--- src/rtl/fir_mac_sequencer.sv ---
// fir_mac_sequencer: symmetric FIR built around one shared multiplier.
// Each accepted sample shifts the delay line, then NTAPS cycles fold each
// symmetric tap pair through the pre-adder and multiply it by one ROM
// coefficient. One more cycle saturates the accumulator into y.
//
// Ports:
//   sys_clk, reset   clock and synchronous active-high reset
//   in_valid, x_in   input sample strobe and 1s17 sample
//   in_ready         high only while idle
//   coef_addr        coefficient index to the external ROM (0 when not running)
//   coef_data        0s18 coefficient, combinational from coef_addr
//   y, out_valid     1s17 output, held between updates, and its 1-cycle pulse
//   overrun          1-cycle pulse for a sample dropped while busy
//   overrun_cnt      saturating count of dropped samples
module fir_mac_sequencer #(
  parameter int unsigned WIDTH  = 18,
  parameter int unsigned LENGTH = 15,
  parameter int unsigned ACC_W  = 22,
  parameter int unsigned CNT_W  = 8
) (
  input  logic                    sys_clk,
  input  logic                    reset,
  input  logic                    in_valid,
  input  logic signed [WIDTH-1:0] x_in,
  output logic                    in_ready,
  output logic [((LENGTH+1)/2 > 1 ? $clog2((LENGTH+1)/2) : 1)-1:0] coef_addr,
  input  logic signed [WIDTH-1:0] coef_data,
  output logic signed [WIDTH-1:0] y,
  output logic                    out_valid,
  output logic                    overrun,
  output logic [CNT_W-1:0]        overrun_cnt
);

  localparam int unsigned NTAPS = (LENGTH + 1) / 2;
  localparam int unsigned AW    = (NTAPS > 1) ? $clog2(NTAPS) : 1;
  localparam int unsigned PW    = 2 * WIDTH;

  localparam logic signed [WIDTH-1:0] Y_MAX = {1'b0, {(WIDTH-1){1'b1}}};
  localparam logic signed [WIDTH-1:0] Y_MIN = {1'b1, {(WIDTH-1){1'b0}}};

  typedef enum logic [1:0] {S_IDLE, S_RUN, S_DONE} state_t;

  state_t                    r_state;
  logic signed [WIDTH-1:0]   r_x [LENGTH];
  logic signed [ACC_W-1:0]   r_acc;
  logic [AW-1:0]             r_cnt;
  logic                      r_in_ready;
  logic signed [WIDTH-1:0]   r_y;
  logic                      r_out_valid;
  logic                      r_overrun;
  logic [CNT_W-1:0]          r_overrun_cnt;

  logic signed [WIDTH-1:0]   w_x_lo;
  logic signed [WIDTH-1:0]   w_x_hi;
  logic signed [WIDTH-1:0]   w_pre;
  logic signed [PW-1:0]      w_prod;
  logic signed [ACC_W-1:0]   w_term;
  logic signed [WIDTH-1:0]   w_y_sat;
  logic                      w_unused;

  // Tap-pair select; constant indices keep the mux free of index-width issues.
  always_comb begin
    w_x_lo = '0;
    w_x_hi = '0;
    for (int i = 0; i < int'(NTAPS); i++) begin
      if (r_cnt == AW'(i)) begin
        w_x_lo = r_x[i];
        w_x_hi = r_x[LENGTH-1-i];
      end
    end
  end

  // Delay-line values are 2s16, so a pair sum always fits 18 bits.
  // The centre tap has no partner and passes through alone.
  assign w_pre  = (r_cnt == AW'(NTAPS-1)) ? w_x_lo : w_x_lo + w_x_hi;
  assign w_prod = PW'(coef_data) * PW'(w_pre);
  // 2s34 product truncated to its 1s17 slice, then sign-extended.
  assign w_term = ACC_W'(signed'(w_prod[PW-2:WIDTH-1]));

  assign w_y_sat = (r_acc > ACC_W'(Y_MAX)) ? Y_MAX :
                   (r_acc < ACC_W'(Y_MIN)) ? Y_MIN : WIDTH'(r_acc);

  assign w_unused = ^{w_prod[PW-1], w_prod[WIDTH-2:0], x_in[0]};

  // Sequencer, datapath and status registers.
  always_ff @(posedge sys_clk) begin
    if (reset) begin
      r_state       <= S_IDLE;
      for (int i = 0; i < int'(LENGTH); i++) r_x[i] <= '0;
      r_acc         <= '0;
      r_cnt         <= '0;
      r_in_ready    <= 1'b1;
      r_y           <= '0;
      r_out_valid   <= 1'b0;
      r_overrun     <= 1'b0;
      r_overrun_cnt <= '0;
    end else begin
      r_out_valid <= 1'b0;
      r_overrun   <= 1'b0;
      if (in_valid && (r_state != S_IDLE)) begin
        r_overrun <= 1'b1;
        if (r_overrun_cnt != '1) r_overrun_cnt <= r_overrun_cnt + CNT_W'(1);
      end
      case (r_state)
        S_IDLE: begin
          if (in_valid) begin
            r_x[0] <= {x_in[WIDTH-1], x_in[WIDTH-1:1]};
            for (int i = 1; i < int'(LENGTH); i++) r_x[i] <= r_x[i-1];
            r_acc      <= '0;
            r_cnt      <= '0;
            r_in_ready <= 1'b0;
            r_state    <= S_RUN;
          end
        end
        S_RUN: begin
          r_acc <= r_acc + w_term;
          if (r_cnt == AW'(NTAPS-1)) r_state <= S_DONE;
          else                       r_cnt   <= r_cnt + AW'(1);
        end
        S_DONE: begin
          r_y         <= w_y_sat;
          r_out_valid <= 1'b1;
          r_in_ready  <= 1'b1;
          r_state     <= S_IDLE;
        end
        default: r_state <= S_IDLE;
      endcase
    end
  end

  assign in_ready    = r_in_ready;
  assign coef_addr   = (r_state == S_RUN) ? r_cnt : '0;
  assign y           = r_y;
  assign out_valid   = r_out_valid;
  assign overrun     = r_overrun;
  assign overrun_cnt = r_overrun_cnt;

endmodule

--- config.mk ---
export PLATFORM = sky130hd
export DESIGN_NAME = fir_mac_sequencer
export DESIGN_NICKNAME = d
export VERILOG_FILES = /design/src/rtl/fir_mac_sequencer.sv
export SDC_FILE = /design/constraint.sdc
export NUM_CORES = 1
export LEC_CHECK = 0
export BUFFER_PORTS_ARGS = -buffer_cell sky130_fd_sc_hd__buf_2
export CAP_MARGIN = 0
export CORE_UTILIZATION = 55
export CTS_BUF_LIST = sky130_fd_sc_hd__clkbuf_8
export DETAILED_ROUTE_END_ITERATION = 16
export PLACE_DENSITY = 0.82
export SLEW_MARGIN = 30
export SYNTH_ARGS = -nofsm -noshare
export SYNTH_HDL_FRONTEND = slang
export SYNTH_SLANG_ARGS = --single-unit
--- constraint.sdc ---
create_clock -name sys_clk -period 14.77 [get_ports sys_clk]
set_input_delay 0 -clock sys_clk [delete_from_list [all_inputs] [get_ports sys_clk]]
set_output_delay 0 -clock sys_clk [all_outputs]
set_load 0.03 [all_outputs]
After elaboration in Yosys (flattened, before gate mapping)
Memories as Yosys holds them, arrays and structs flattened.
Cells that the tools add are included.
{"block": "totals", "reg_bits": 56, "latch_bits": 0, "mem_bits_rw": 270, "mem_bits_ro": 0, "input_bits": 39, "out_inout_bits": 32, "elab_cells": 108, "n_memories": 1}
{"block": "op_classes", "n_addsub": 4, "n_mul": 1, "div": 0, "magnitude_cmp": 2, "n_eq_ne": 13, "shifts": 0, "mux": 53, "bitwise_logic": 15, "n_reduce_logical": 11}
{"name": "r_x", "words": 15, "word_bits": 18, "rd": 15, "rd_ports_with_merged_regs": 0, "write_ports": 15, "line_no": "44", "text": "logic signed [WIDTH-1:0] r_x [LENGTH];"}
{"op": "$mux 18", "n": 34}
{"op": "$pmux 22 s2", "n": 1}
{"op": "$mul 18x18->35", "n": 1}
{"op": "$add 22x18->22", "n": 1}
{"op": "$gt 22x18->1 const B", "n": 1}
{"op": "$lt 22x18->1 const B", "n": 1}
{"op": "$mux 22", "n": 1}
{"op": "$add 18x18->18", "n": 1}
{"op": "$or 1x1->1", "n": 15}
{"op": "$eq 3x3->1 const B", "n": 4}
{"op": "$mux 1", "n": 9}
{"op": "$mux 3", "n": 3}
{"op": "$add 8x1->8 const B", "n": 1}
{"op": "$ne 8x8->1 const B", "n": 1}
{"op": "$reduce_and 2->1", "n": 4}
{"op": "$eq 3x2->1 const B", "n": 2}
{"op": "$ne 2x2->1 const B", "n": 3}
{"op": "$pmux 3 s2", "n": 1}
{"op": "$reduce_bool 2->1", "n": 3}
{"op": "$mux 2", "n": 2}
{"op": "$pmux 2 s2", "n": 1}
{"op": "$add 3x1->3 const B", "n": 1}
{"op": "$eq 3x1->1 const B", "n": 1}
{"op": "$logic_not 3->1", "n": 1}
{"op": "6 further kinds", "n": 6}

Logic depth before layout (Yosys ltp)
{"block": "logic_depth", "depth_word": 14, "ltp_mapped": 57, "ltp_nobuf": 56}

Worst setup path before layout
Ideal clock, no wire load.
{"block": "synth_timing", "path_kind": "flip-flop to flip-flop", "start": "register r_cnt[1]", "end": "register r_acc[21]", "setup_ns": 0.126, "arrival_time_ns": 11.455, "t_required_ns": 14.644, "slack_ns": 3.189, "path_stages_with_launch": 50, "n_path_buf": 3, "synth_period_minus_slack_ns": 11.581, "cell_sequence": "dfxtp_1 > inv_1 > ha_1 > clkbuf_1 > nor3b_1 > clkbuf_1 > a22oi_1 > a211oi_1 > a211oi_1 > o311ai_0 > o21ai_0 > o21ai_0 > ha_1 > a211o_1 > o21ai_0 > o21bai_1 > a21oi_1 > xor2_1 > [... 14 more ...] > o21ai_0 > a221o_1 > o21ai_1 > a21o_1 > a21boi_0 > o21ai_0 > nand2b_1 > nand3_1 > ha_1 > a21o_1 > a21oi_1 > o21ai_0 > a221o_1 > a31oi_1 > o21ai_0 > and2_1 > mux2i_1 > mux2_1"}
{"block": "synth_between", "elab_chain_cells": 14, "elab_cells_between_ends": 29, "cone_classes": "add/sub (2); mul (1); eq/ne (7); mux (18); reduce/logical (1)"}
{"element": "start: declaration", "line_no": "46", "text": "logic [AW-1:0] r_cnt;"}
{"element": "start signal: assignment", "line_no": "118", "text": "else r_cnt <= r_cnt + AW'(1);"}
{"element": "$logic_not 3->1", "line_no": "66", "text": "if (r_cnt == AW'(i)) begin"}
{"element": "$mux 18 (8 in a row)", "line_no": "66"}
{"element": "$add 18x18->18", "line_no": "75", "text": "assign w_pre = (r_cnt == AW'(NTAPS-1)) ? w_x_lo : w_x_lo + w_x_hi;"}
{"element": "$mux 18 (*)", "line_no": "75"}
{"element": "$mul 18x18->35 (*)", "line_no": "76", "text": "assign w_prod = PW'(coef_data) * PW'(w_pre);"}
{"element": "$add 22x18->22 (*)", "line_no": "116", "text": "r_acc <= r_acc + w_term;"}
{"element": "$pmux 22 s2 (*)", "line_no": "104", "text": "case (r_state)"}
{"element": "end signal: assignment", "line_no": "116"}
{"element": "end: declaration", "line_no": "45", "text": "logic signed [ACC_W-1:0] r_acc;"}
Every way passes the cells marked *; elsewhere a longest branch is shown, timed or not.
A chain may end at the register's enable or synchronous reset.

Worst setup path in the final report
{"block": "layout_timing", "start": "register r_cnt[0]", "end": "register r_acc[21]"}
The elaborated chain is that of the path after synthesis.

==> results.sh <==
export IMPL_cpPeakStageDelay_ns=0.66
export IMPL_max_freq_mhz=73.6
export IMPL_first_pass_iters=6
export IMPL_ys_top_cells_by_area="edfxtp_1, fa_1, and2_1, ha_1, inv_1"
export IMPL_dp_hpwl_um=43700
export IMPL_fin_crit_ns=13.58
export IMPL_syn_inst=2734
export IMPL_dr_first_iter_drc_count=1750
export IMPL_grt_pass1_vias=20351
export IMPL_drtAntennaViolNets=0
export IMPL_synth_seq_area_share_pct=32.5
export IMPL_avgSynthCellArea_um2=9.88
export IMPL_num_vias=19753
export IMPL_cts_root_buf="clkbuf_8"
export IMPL_io_buffers=69
export IMPL_path_class="register to register"
export IMPL_place_area_um2=28000
export IMPL_finClkSkew_ns=0.0340
export IMPL_syn_num_nets=3230
export IMPL_grt_usage_pct=25.1
export IMPL_clockBufferDepth=3
export IMPL_yosysTopAreaCell="edfxtp_1"
export IMPL_ys_async_sr_fraction_pct=0
export IMPL_report_final_slew_viol_count=0
export IMPL_die_area_um2=50000
export IMPL_synth_edf_count=255
export IMPL_htreeDepth=2
export IMPL_grt_max_degree=91
export IMPL_nNetsFinal=3265
export IMPL_cp_common_cell="o21ai_0"
export IMPL_viasPerCell=5.70
export IMPL_end_kind="register"
export IMPL_hold_viol=0
export IMPL_grt_pass1_wl_um=102000
export IMPL_critical_path_slowest_cell="nor2b_2"
export IMPL_worstPathRequired_ns=15.24
export IMPL_start_util_pct=56.1
export IMPL_n_antenna_cell=0
export IMPL_netlist_area_um2=27000
export IMPL_design_area_um2=29100
export IMPL_antenna_found_initial=1
export IMPL_cts_tree="yes"
export IMPL_slew_headroom_pct=31.6
export IMPL_worst_pin_slew_ns=1.02
export IMPL_synth_seq_cells=311
export IMPL_final_cell_mix="inv_1, nand2_1, fa_1, and2_1, edfxtp_1"
export IMPL_post_route_period_util_pct=92.0
export IMPL_post_drt_wl_per_cell_um=17.7
export IMPL_core_um2=48100
export IMPL_outcome="finished, final reports clean"
export IMPL_num_rows=80
export IMPL_synth_flop_cell="edfxtp_1"
export IMPL_die_h_um=224
export IMPL_die_width_um=224
export IMPL_worst_setup_path_start_kind="register"
export IMPL_final_common_cell="inv_1"
export IMPL_arrival_ns=14.06
export IMPL_synth_lib_cells_used_distinct=66
export IMPL_drive_above_1_share_pct=7.30
export IMPL_setup_violations=0
export IMPL_clock_latency_ns=0.62
export IMPL_maxCapViolCount=0
export IMPL_grt_overflow_total=0
export IMPL_syn_to_final_growth_pct=7.80
export IMPL_ios=71
export IMPL_yosysWarningCount=0
export IMPL_path_max_fanout=22
export IMPL_cts_made_buffers=48
export IMPL_synth_top_cell_area_share_pct=28.3
export IMPL_rsz0062_at_grt="false"
export IMPL_globalplace_congestion=0.888
export IMPL_path_clk_slew_ns=0.07
export IMPL_setup_tns_ns=0
export IMPL_hold_class="input port to register"
export IMPL_fillers=3728
export IMPL_remaining_drc_errors=0
export IMPL_clock_sinks=311
export IMPL_drt_total_wl_um=61200
==> cell families after synthesis <==
kind of cell / count (synthesis) / synth area share, %
simple gates: 955 / 17.6
fa+ha+maj: 457 / 30.2
mux: 21 / 0.861
flops: 311 / 32.5
buf+inv: 528 / 7.34
xor+xnor: 54 / 1.75
compound gates: 408 / 9.83
==> flip-flops by register name, indices dropped and copies added (netlist names) <==
| signal | cells |
|---|---|
| out_valid | 1 |
| r_acc | 22 |
| r_cnt | 3 |
| r_x | 255 |
| overrun | 1 |
| y | 18 |
| overrun_cnt | 8 |
| r_state | 2 |
| in_ready | 1 |
==> per-layer routing <==
layer	vias up	part of all wire (%)	track usage, %
met5	-	0.020	0
met4	2	2.7	7.89
met3	136	7.2	3.45
met2	838	49	42.5
met1	9797	41	33.6
li1	8980	-	-
==> critical path, delay by kind of cell, from the launching register on <==
kind | cells | cell delay [ns]
buf+inv | 7 | 1.20
mux | 2 | 0.46
simple gates | 7 | 1.79
fa+ha+maj | 10 | 4.17
flops | 1 | 0.42
compound gates | 24 | 5.28
xor+xnor | 1 | 0.08
==> repair_timing <==
action,CTS,global route
hold buffers,20,0
resized for setup,0,0
endpoints found under the hold margin,54,0
endpoints found under the setup margin,0,0
setup buffers,0,0
==> through the flow <==
stage	instances	util, %	worst slack, ns	hold WS (ns)
finish	3465	60.5	1.19	0.209
global route	3465	60.5	0.262	0.188
CTS	3465	60.5	1.24	0.161
detailed placement	3355	58.1	1.36	0.281
global placement	3355	58.1	1.62	0.279
floorplan	2734	-	3.19	0.169
==> path summary, 6_finish.rpt <==
check | from | slack (ns) | cells past startpoint | endpoint
setup / recovery | r_cnt[0] | 1.19 | 51 | r_acc[21]
hold reg to reg | y[4] | 0.44 | 2 | y[4]
setup reg to reg | r_cnt[0] | 1.19 | 51 | r_acc[21]
hold / removal | x_in[2] | 0.21 | 3 | r_x[0][1]
==> cells in the mapped netlist, types with 7 or more instances <==
library cell / instances
a22oi_1: 33
o311ai_0: 26
and2_1: 277
o21ai_0: 101
a211oi_1: 54
a31oi_1: 9
xor2_1: 21
inv_1: 385
o211ai_1: 7
nor3_1: 16
nor2_1: 150
o21ai_1: 15
nand3_1: 20
ha_1: 133
dfxtp_1: 56
nor2b_1: 95
nand2_1: 341
fa_1: 324
a21oi_1: 86
nor3b_1: 9
edfxtp_1: 255
mux2_2: 17
clkbuf_1: 120
buf_1: 21
or3_1: 7
a21o_1: 23
xnor2_1: 33
==> final cells by class <==
class	count	area (um2)	share of cell area, %
clock buffers	48	661	2.27
inverters	386	1450	4.97
flip-flops and latches	311	8780	30.1
repair buffers	127	845	2.90
well taps	656	821	2.82
multi-input cells	1895	16300	56.0
clock inverters	42	277	0.949
Power is not shown: default switching activity piles up to over one toggle a cycle in this logic, so the estimate is an artifact.
